==> src/rtl/seg7_pkg.sv <==
// rtl/seg7_pkg.sv - segment encodings, digit helpers and converter state type
package seg7_pkg;

  // Active-high segment patterns, bit order {g,f,e,d,c,b,a}
  localparam logic [6:0] SEG_0     = 7'h3F;
  localparam logic [6:0] SEG_1     = 7'h06;
  localparam logic [6:0] SEG_2     = 7'h5B;
  localparam logic [6:0] SEG_3     = 7'h4F;
  localparam logic [6:0] SEG_4     = 7'h66;
  localparam logic [6:0] SEG_5     = 7'h6D;
  localparam logic [6:0] SEG_6     = 7'h7D;
  localparam logic [6:0] SEG_7     = 7'h07;
  localparam logic [6:0] SEG_8     = 7'h7F;
  localparam logic [6:0] SEG_9     = 7'h6F;
  localparam logic [6:0] SEG_BLANK = 7'h00;
  localparam logic [6:0] SEG_DASH  = 7'h40;

  typedef enum logic [1:0] {
    CONV_IDLE,
    CONV_SHIFT,
    CONV_DONE
  } conv_state_e;

  function automatic logic [6:0] nibble_to_seg(input logic [3:0] nib);
    logic [6:0] seg;
    case (nib)
      4'd0:    seg = SEG_0;
      4'd1:    seg = SEG_1;
      4'd2:    seg = SEG_2;
      4'd3:    seg = SEG_3;
      4'd4:    seg = SEG_4;
      4'd5:    seg = SEG_5;
      4'd6:    seg = SEG_6;
      4'd7:    seg = SEG_7;
      4'd8:    seg = SEG_8;
      4'd9:    seg = SEG_9;
      default: seg = SEG_BLANK;
    endcase
    return seg;
  endfunction

  function automatic logic [63:0] pow10(input int n);
    logic [63:0] r;
    r = 64'd1;
    for (int i = 0; i < n; i++) r = r * 64'd10;
    return r;
  endfunction

endpackage

==> src/rtl/bcd_dabble_seq.sv <==
// rtl/bcd_dabble_seq.sv - sequential double-dabble binary to BCD converter
module bcd_dabble_seq
  import seg7_pkg::*;
#(
  parameter int IN_W   = 10,
  parameter int DIGITS = 4
) (
  input  logic                  clk,
  input  logic                  reset,
  input  logic                  start_i,
  input  logic [IN_W-1:0]       value_i,
  output logic                  busy_o,
  output logic                  done_o,
  output logic [4*DIGITS-1:0]   bcd_o,
  output logic                  ovf_o
);

  localparam int          CNT_W     = (IN_W > 1) ? $clog2(IN_W) : 1;
  localparam logic [63:0] OVF_LIMIT = pow10(DIGITS);

  conv_state_e           state_q, state_d;
  logic [IN_W-1:0]       bin_q, bin_d;
  logic [4*DIGITS-1:0]   bcd_q, bcd_d;
  logic [CNT_W-1:0]      cnt_q, cnt_d;
  logic                  ovf_q, ovf_d;

  // Only DIGITS nibbles are kept; overflowed values are shown as dashes anyway
  function automatic logic [4*DIGITS-1:0] dabble_adjust(input logic [4*DIGITS-1:0] b);
    logic [4*DIGITS-1:0] r;
    r = b;
    for (int i = 0; i < DIGITS; i++) begin
      if (b[4*i +: 4] >= 4'd5) r[4*i +: 4] = b[4*i +: 4] + 4'd3;
    end
    return r;
  endfunction

  always_comb begin
    state_d = state_q;
    bin_d   = bin_q;
    bcd_d   = bcd_q;
    cnt_d   = cnt_q;
    ovf_d   = ovf_q;
    case (state_q)
      CONV_IDLE: begin
        if (start_i) begin
          bin_d   = value_i;
          bcd_d   = '0;
          cnt_d   = '0;
          ovf_d   = (64'(value_i) >= OVF_LIMIT);
          state_d = CONV_SHIFT;
        end
      end
      CONV_SHIFT: begin
        {bcd_d, bin_d} = {dabble_adjust(bcd_q), bin_q} << 1;
        cnt_d = cnt_q + 1'b1;
        if (cnt_q == CNT_W'(IN_W - 1)) state_d = CONV_DONE;
      end
      CONV_DONE: state_d = CONV_IDLE;
      default:   state_d = CONV_IDLE;
    endcase
  end

  always_ff @(posedge clk or posedge reset) begin
    if (reset) begin
      state_q <= CONV_IDLE;
      bin_q   <= '0;
      bcd_q   <= '0;
      cnt_q   <= '0;
      ovf_q   <= 1'b0;
    end else begin
      state_q <= state_d;
      bin_q   <= bin_d;
      bcd_q   <= bcd_d;
      cnt_q   <= cnt_d;
      ovf_q   <= ovf_d;
    end
  end

  assign busy_o = (state_q != CONV_IDLE);
  assign done_o = (state_q == CONV_DONE);
  assign bcd_o  = bcd_q;
  assign ovf_o  = ovf_q;

endmodule

==> src/rtl/seg7_scan_driver.sv <==
// rtl/seg7_scan_driver.sv - channel mux, display register, blanking and digit scan
module seg7_scan_driver
  import seg7_pkg::*;
#(
  parameter int DIGITS      = 4,
  parameter int IN_W        = 10,
  parameter int CHANNELS    = 2,
  parameter int REFRESH_DIV = 50000,
  parameter int ACTIVE_LOW  = 1,
  parameter int BLANK_LZ    = 1
) (
  input  logic                                          clk,
  input  logic                                          reset,
  input  logic [CHANNELS*IN_W-1:0]                      data_in,
  input  logic [((CHANNELS > 1) ? $clog2(CHANNELS) : 1)-1:0] sel,
  input  logic [DIGITS-1:0]                             dp_mask,
  output logic                                          busy,
  output logic                                          conv_done,
  output logic                                          ovf,
  output logic [DIGITS-1:0]                             anod,
  output logic [7:0]                                    cat
);

  localparam int IDX_W = (DIGITS > 1) ? $clog2(DIGITS) : 1;
  localparam int PRE_W = $clog2(REFRESH_DIV);
  localparam logic [DIGITS-1:0] ANOD_INV = {DIGITS{ACTIVE_LOW != 0}};
  localparam logic [7:0]        CAT_INV  = {8{ACTIVE_LOW != 0}};

  logic [IN_W-1:0]       chan_val;
  logic                  dab_busy, dab_done, dab_ovf;
  logic [4*DIGITS-1:0]   dab_bcd;
  logic [4*DIGITS-1:0]   disp_q;
  logic                  ovf_q, done_q;
  logic [PRE_W-1:0]      pre_q, pre_d;
  logic [IDX_W-1:0]      idx_q, idx_d;
  logic [DIGITS-1:0]     blank;
  logic                  lead_zero;
  logic [3:0]            cur_nib;
  logic [6:0]            seg_raw;
  logic [DIGITS-1:0]     anod_q;
  logic [7:0]            cat_q;

  // Out-of-range select values fall through to channel 0
  always_comb begin
    chan_val = data_in[IN_W-1:0];
    for (int k = 1; k < CHANNELS; k++) begin
      if (int'(sel) == k) chan_val = data_in[k*IN_W +: IN_W];
    end
  end

  bcd_dabble_seq #(
    .IN_W   (IN_W),
    .DIGITS (DIGITS)
  ) u_dabble (
    .clk     (clk),
    .reset   (reset),
    .start_i (1'b1),
    .value_i (chan_val),
    .busy_o  (dab_busy),
    .done_o  (dab_done),
    .bcd_o   (dab_bcd),
    .ovf_o   (dab_ovf)
  );

  always_ff @(posedge clk or posedge reset) begin
    if (reset) begin
      disp_q <= '0;
      ovf_q  <= 1'b0;
      done_q <= 1'b0;
    end else begin
      done_q <= dab_done;
      if (dab_done) begin
        disp_q <= dab_bcd;
        ovf_q  <= dab_ovf;
      end
    end
  end

  always_comb begin
    pre_d = pre_q + 1'b1;
    idx_d = idx_q;
    if (pre_q == PRE_W'(REFRESH_DIV - 1)) begin
      pre_d = '0;
      idx_d = (idx_q == IDX_W'(DIGITS - 1)) ? '0 : idx_q + 1'b1;
    end
  end

  // A digit is blank when it and every digit above it are zero; digit 0 always shows
  always_comb begin
    lead_zero = 1'b1;
    blank     = '0;
    for (int i = DIGITS - 1; i >= 0; i--) begin
      lead_zero = lead_zero & (disp_q[4*i +: 4] == 4'd0);
      if ((BLANK_LZ != 0) && (i != 0) && lead_zero) blank[i] = 1'b1;
    end
  end

  always_comb begin
    cur_nib = disp_q[4*int'(idx_q) +: 4];
    if (ovf_q)             seg_raw = SEG_DASH;
    else if (blank[idx_q]) seg_raw = SEG_BLANK;
    else                   seg_raw = nibble_to_seg(cur_nib);
  end

  // anod and cat share one register stage so digit and pattern switch together
  always_ff @(posedge clk or posedge reset) begin
    if (reset) begin
      pre_q  <= '0;
      idx_q  <= '0;
      anod_q <= ANOD_INV;
      cat_q  <= CAT_INV;
    end else begin
      pre_q  <= pre_d;
      idx_q  <= idx_d;
      anod_q <= ANOD_INV ^ (DIGITS'(1) << idx_q);
      cat_q  <= CAT_INV ^ {dp_mask[idx_q], seg_raw};
    end
  end

  assign busy      = dab_busy;
  assign conv_done = done_q;
  assign ovf       = ovf_q;
  assign anod      = anod_q;
  assign cat       = cat_q;

endmodule

==> config.mk <==
export PLATFORM = sky130hd
export DESIGN_NAME = seg7_scan_driver
export DESIGN_NICKNAME = d
export VERILOG_FILES = /design/src/rtl/seg7_pkg.sv /design/src/rtl/bcd_dabble_seq.sv /design/src/rtl/seg7_scan_driver.sv
export SDC_FILE = /design/constraint.sdc
export NUM_CORES = 1
export LEC_CHECK = 0
export ABC_AREA = 0
export BUFFER_PORTS_ARGS = -buffer_cell sky130_fd_sc_hd__buf_2
export CORE_AREA = 10 10 97 99
export DETAILED_ROUTE_END_ITERATION = 8
export DIE_AREA = 0 0 107 109
export PLACE_DENSITY = 0.73
export SLEW_MARGIN = 20
export SYNTH_ARGS = -nofsm -noshare
export SYNTH_HDL_FRONTEND = slang
export SYNTH_SLANG_ARGS = --single-unit
==> constraint.sdc <==
create_clock -name clk -period 2.7 [get_ports clk]
set_input_delay 0.405 -clock clk [delete_from_list [all_inputs] [get_ports clk]]
set_output_delay 0.405 -clock clk [all_outputs]
set_load 0.01 [all_outputs]
==> flow_metrics.py, run 1 <==
metrics = {
    "placed_design": {
        "placed_cells": 493,
        "dp_hpwl_mm": 4.98,
        "port-buffer-count": 40,
        "gp_congestion": 0.838,
    },
    "worst_setup_path": {
        "required_ns": 2.98,
        "crit_end": "cat[3]",
        "r2r-start": "idx_q[0]",
        "reg2reg_to": "cat[3]",
        "r2r_cells": 6,
        "cp-end-kind": "flop",
        "worstSetupPathType": "reg2reg",
        "critPathMaxFanout": 12,
        "crit_path_start_kind": "flop",
        "r2r_setup_slack_ns": 0.68,
        "crit_path_start": "idx_q[0]",
        "cp.arrival_ns": 2.30,
    },
    "timing": {
        "finClkSkew_ns": 0.00446,
        "rsz0062_at_grt": "no",
        "period_share_pct": 74.9,
        "setup_tns_ns": 0,
        "worstMarginPinSlew_ns": 0.624,
        "finalHoldViolCount": 0,
        "setup_viol": 0,
        "maxSlewHeadroom_pct": 58.3,
        "slew_viol_final": 0,
        "fmax_mhz": 495,
        "period_minus_slack_ns": 2.02,
    },
    "logic_synthesis": {
        "yosys_warnings": 0,
        "ys_ff_latch": 79,
        "syn_area_um2": 3950,
        "synth_cell_type_count": 39,
        "ys.flop_type": "dfrtp_1",
        "syn_inst": 365,
        "async_flop_share_pct": 100,
        "ys_seq_area_share_pct": 50.4,
        "syn_nets": 412,
        "synth-edff-count": 0,
        "avgSynthCellArea_um2": 10.8,
    },
    "clock_network": {
        "cts_tree": "built",
        "ctsHtreeMaxLevel": 3,
        "clk_pin_slew_ns": 0.08,
        "root_buffer": "clkbuf_8",
        "cts.sinks": 79,
        "cts_setup_buffers": 0,
        "cts_buffers": 9,
        "insertion_delay_ns": 0.34,
        "ctsHoldBuffers": 0,
        "cts_buffer_depth": 2,
        "cts_resized": 0,
    },
    "global_route": {
        "grt_pass1_vias": 2716,
        "grt_usage_pct": 13.1,
        "grtUsageMet2_pct": 20.2,
        "use_met1_pct": 17.2,
        "grt-ovfl-total": 0,
        "busiest_layer": "met2",
        "antenna_found_initial": 0,
        "grt.met3_usage_pct": 3.42,
        "grt_start_max_net_pins": 59,
        "grt_pass1_wl_mm": 12.6,
    },
    "drt": {
        "drtIter0Drc": 130,
        "vias": 2648,
        "final_antenna_net_count": 0,
        "wl_mm": 6.86,
        "vias_per_cell": 5.20,
        "dr.pass1.iters": 4,
        "avgRoutedWirePerCell_um": 13.5,
        "post-route-drc-count": 0,
    },
    "floorplanning": {
        "core_um2": 7530,
        "rows": 32,
        "chipWidth_um": 107,
        "fp.dieArea_um2": 11700,
        "io_pins": 42,
        "initial_core_util_pct": 52.5,
        "die_h_um": 109,
    },
    "finish": {
        "drive_gt1_share_pct": 24.8,
        "multi_input_area_um2": 1780,
        "fillers": 674,
        "regArea_um2": 1990,
        "diodes": 0,
        "layoutNonFillerInstCount": 509,
        "final_cell_mix": "dfrtp_1, buf_2, nand2_1, o21ai_0, nor2_1",
        "layout.nets": 449,
        "area_growth_pct": 12.4,
        "layout_commonest_cell": "dfrtp_1",
    },
    "pwr": {
        "p_per_area_nw_per_um2": 634,
        "fin_total_pwr_mw": 2.82,
        "ir_worst_vdd_mv": 0.315,
        "p_leak_nw": 2.07,
    },
    "job": {
        "drv_cap": 0,
    },
    "min_path": {
        "hold_class": "in2async",
    },
    "run_status": {
        "status": "finished clean",
    },
}
[critical path: stages (launching register included)]
cell	delay, ns
dfrtp_1	0.64
mux4_2	0.64
inv_1	0.16
ha_1	0.27
inv_1	0.06
mux2i_1	0.06
o21ai_1	0.13
[area by class of cell]
type	count	area share (%)
Inverter	23	1.94
Tap cell	102	2.87
Timing Repair Buffer	44	5.46
Multi-Input combinational cell	245	40.0
Sequential cell	79	44.8
Clock buffer	11	3.41
Clock inverter	5	1.46
[where the power goes]
group	total, mW	internal (mW)	switching (mW)
clock network	0.928	0.486	0.442
logic	0.482	0.231	0.251
registers	1.41	1.34	0.0656
total	2.82	2.06	0.758
[through the flow]
step	setup slack (ns)	area [µm²]	hold slack [ns]	util [%]
3_3_place_gp	0.771	4230	0.461	56.2
6_report	0.678	4440	0.0759	59.0
3_5_place_dp	0.679	4230	0.463	56.2
4_1_cts	0.670	4440	0.0782	59.0
5_1_grt	0.515	4440	0.103	59.0
2_1_floorplan	0.291	3950	0.450	-
[synth_stat cells, types with 2 or more instances]
cell	count	area, µm²
dfrtp_1	67	1680
nand2_1	35	131
o21ai_0	30	150
nor2_1	24	90.1
inv_1	23	86.3
ha_1	20	250
mux2_2	20	225
a21oi_1	18	90.1
mux2i_1	15	150
xnor2_1	13	114
dfstp_2	12	315
clkbuf_1	10	37.5
nand3_1	8	40.0
xor2_1	7	61.3
nand2b_1	6	37.5
nor3_1	5	25.0
nor4_1	5	31.3
a22o_1	4	35.0
buf_2	4	20.0
nor2b_1	4	25.0
nor3b_1	4	30.0
o31ai_1	4	30.0
mux4_2	3	67.6
nand4_1	3	18.8
o21ai_1	3	15.0
and3_1	2	12.5
buf_4	2	15.0
buf_6	2	22.5
mux4_1	2	52.6
[cell families after synthesis]
group / share of synthesized area, %
AOI/OAI and AO/OA: 9.37
xor gates and xnor gates: 4.43
adders and majority gates: 6.33
buffers and inverters: 4.59
DFF: 50.4
muxes: 12.5
other: 0.0949
and+or+nand+nor: 12.3
[routing by layer]
layer / share of wire (%) / wire (µm)
met5: 0 / 0
met4: 1.5 / 104
met3: 5.6 / 385
met2: 45 / 3060
met1: 48 / 3300
[worst min-delay path by stage]
| stage | to | from | slack, ns | cells after the start |
|---|---|---|---|---|
| final | u_dabble.bcd_o[2] | reset | 0.08 | 2 |
| after global routing | u_dabble.bin_q[4] | reset | 0.10 | 2 |
| after CTS | u_dabble.bin_q[4] | reset | 0.08 | 2 |
| after detailed placement | u_dabble.bin_q[2] | reset | 0.46 | 2 |
| after global placement | u_dabble.bin_q[3] | reset | 0.46 | 2 |
| after floorplan | u_dabble.bin_q[0] | u_dabble.bin_q[0] | 0.45 | 2 |
[state kept, by name (all words and copies together) (netlist names), 2 cells and up]
register / flops
pre_q: 16
u_dabble.state_q: 2
idx_q: 2
anod: 4
cat: 8
u_dabble.bcd_o: 16
disp_q: 16
u_dabble.cnt_q: 4
u_dabble.bin_q: 10
Power figures use the tool's default switching activity.
==> run 2, diff against run 1 <==
Settings changed: CORE_AREA 10 10 97 99 to 10 10 98 100, DIE_AREA 0 0 107 109 to 0 0 108 110, PLACE_DENSITY 0.73 to 0.74.
Clock period 2.7 ns to 1.8 ns, I/O delays scaled along.
==> flow_metrics.py, run 2 (synthesis results as in run 1) <==
metrics = {
    "floorplanning": {
        "rows": 32,
        "chipWidth_um": 108,
        "core_um2": 7650,
        "fp.dieArea_um2": 11900,
        "io_pins": 42,
        "die_h_um": 110,
        "initial_core_util_pct": 51.7,
    },
    "worst_setup_path": {
        "cp_slowest_cell": "mux4_1",
        "cpLargestDelayFamily": "multiplexers",
        "crit_path_start_kind": "flop",
        "cp-end-kind": "flop",
        "worstSetupPathType": "reg2reg",
        "worst-path-buf-inv": 2,
        "worstPathCellList": "mux4_1, inv_1, ha_1, inv_1, o21ai_0, o31ai_1",
        "path_common_cell": "inv_1",
        "required_ns": 2.08,
        "cp.arrival_ns": 1.99,
        "critPathMaxStageDelay_ns": 0.58,
        "critPathMaxFanout": 5,
    },
    "drt": {
        "avgRoutedWirePerCell_um": 14.2,
        "vias": 2737,
        "vias_per_cell": 5.21,
        "dr.pass1.iters": 4,
        "drtIter0Drc": 114,
        "final_antenna_net_count": 0,
        "post-route-drc-count": 0,
        "wl_mm": 7.44,
    },
    "clock_network": {
        "root_buffer": "clkbuf_8",
        "cts_tree": "built",
        "ctsHtreeMaxLevel": 3,
        "cts_buffers": 9,
        "clk_pin_slew_ns": 0.09,
        "cts.sinks": 79,
        "insertion_delay_ns": 0.36,
        "cts_buffer_depth": 2,
    },
    "global_route": {
        "grt-ovfl-total": 0,
        "grt_usage_pct": 13.1,
        "grt_pass1_vias": 2827,
        "grt_start_max_net_pins": 47,
        "antenna_found_initial": 0,
        "grt_pass1_wl_mm": 12.8,
    },
    "placed_design": {
        "dp_hpwl_mm": 5.41,
        "port-buffer-count": 40,
        "place_area_um2": 4340,
        "gp_congestion": 0.809,
    },
    "run_status": {
        "status": "finished clean",
    },
    "finish": {
        "area_growth_pct": 14.8,
        "design_area_um2": 4540,
        "layout.nets": 465,
        "diodes": 0,
        "final_cell_mix": "dfrtp_1, buf_2, nand2_1, o21ai_0, nor2_1",
        "layout_commonest_cell": "dfrtp_1",
        "drive_gt1_share_pct": 27.7,
        "final_core_util_pct": 59.3,
    },
    "pwr": {
        "p_per_area_nw_per_um2": 906,
        "p_leak_nw": 2.12,
        "fin_total_pwr_mw": 4.11,
        "ir_worst_vdd_mv": 0.365,
    },
    "timing": {
        "finClkSkew_ns": 0.00542,
        "period_share_pct": 95.0,
        "maxSlewHeadroom_pct": 63.3,
        "rsz0062_at_grt": "no",
        "worstMarginPinSlew_ns": 0.550,
        "slew_viol_final": 0,
        "setup_viol": 0,
        "period_minus_slack_ns": 1.71,
        "finalHoldViolCount": 0,
        "setup_tns_ns": 0,
        "holdWs_ns": 0.203,
        "fmax_mhz": 585,
    },
    "job": {
        "drv_cap": 0,
    },
    "min_path": {
        "hold_class": "in2reg",
    },
}
==> run 2: cell types whose count changed in the layout (fill, tap and decap cells not counted), sizes merged <==
cell,delta
clkbuf,-2
clkinvlp,+3
buf,+15
dlygate4sd3,+1
bufinv,-1
==> run 2: path summary, 6_finish.rpt <==
path / cells past startpoint / to / slack (ns) / startpoint
setup / recovery: 6 / cat[4] / 0.09 / idx_q[0]
hold / removal: 3 / u_dabble.bin_q[0] / 0.20 / data_in[10]
setup reg to reg: 6 / cat[4] / 0.09 / idx_q[0]
hold reg to reg: 2 / u_dabble.bin_q[4] / 0.50 / u_dabble.bin_q[4]
max in group asynchronous: 4 / anod[3] / 0.72 / reset
min in group asynchronous: 3 / disp_q[13] / 0.48 / reset
==> run 2: per-layer routing <==
metal  up-vias  share of wire [%]  wire length [µm]  global-route usage, %
li1       1350                  -                 -                      -
met4         0                1.3                93                   4.29
met2        66                 47              3520                   21.2
met1      1310                 46              3410                   16.5
met3        11                5.5               412                   3.95
met5         -                  0                 0                      0
==> run 2: final cells by class <==
cell class	count	area, µm²
clock buffer	9	124
clock inverter	7	57.6
fill	651	3110
inverter	23	90.1
multi-input combinational	245	1780
sequential	79	1990
tap	102	128
timing repair buffer	60	365
==> run 2: repair_timing <==
item | in CTS | in global routing
endpoints found under the setup margin | 0 | 6
hold buffers | 1 | 0
hold endpoints to repair | 13 | 0
buffers inserted | 0 | 1
resized for setup | 0 | 1
==> run 2: per-stage QoR <==
step / setup WS, ns / std cells
after detailed placement: 0.0381 / 507
after global placement: 0.109 / 507
after global routing: 0.00724 / 525
final: 0.0903 / 525
after CTS: 0.0261 / 524
after floorplan: 0.0653 / 365
==> run 2: worst reg2reg max path, cell delays in order, from the launching register on <==
cell     delay, ns
dfrtp_2       0.42
mux4_1        0.58
inv_1         0.13
ha_1          0.18
inv_1         0.04
o21ai_0       0.19
o31ai_1       0.10
==> run 2: power breakdown <==
| part | internal [mW] | switching, mW |
|---|---|---|
| Sequential | 2.01 | 0.0985 |
| Clock | 0.517 | 0.715 |
| Combinational | 0.379 | 0.387 |
| Total | 2.91 | 1.20 |
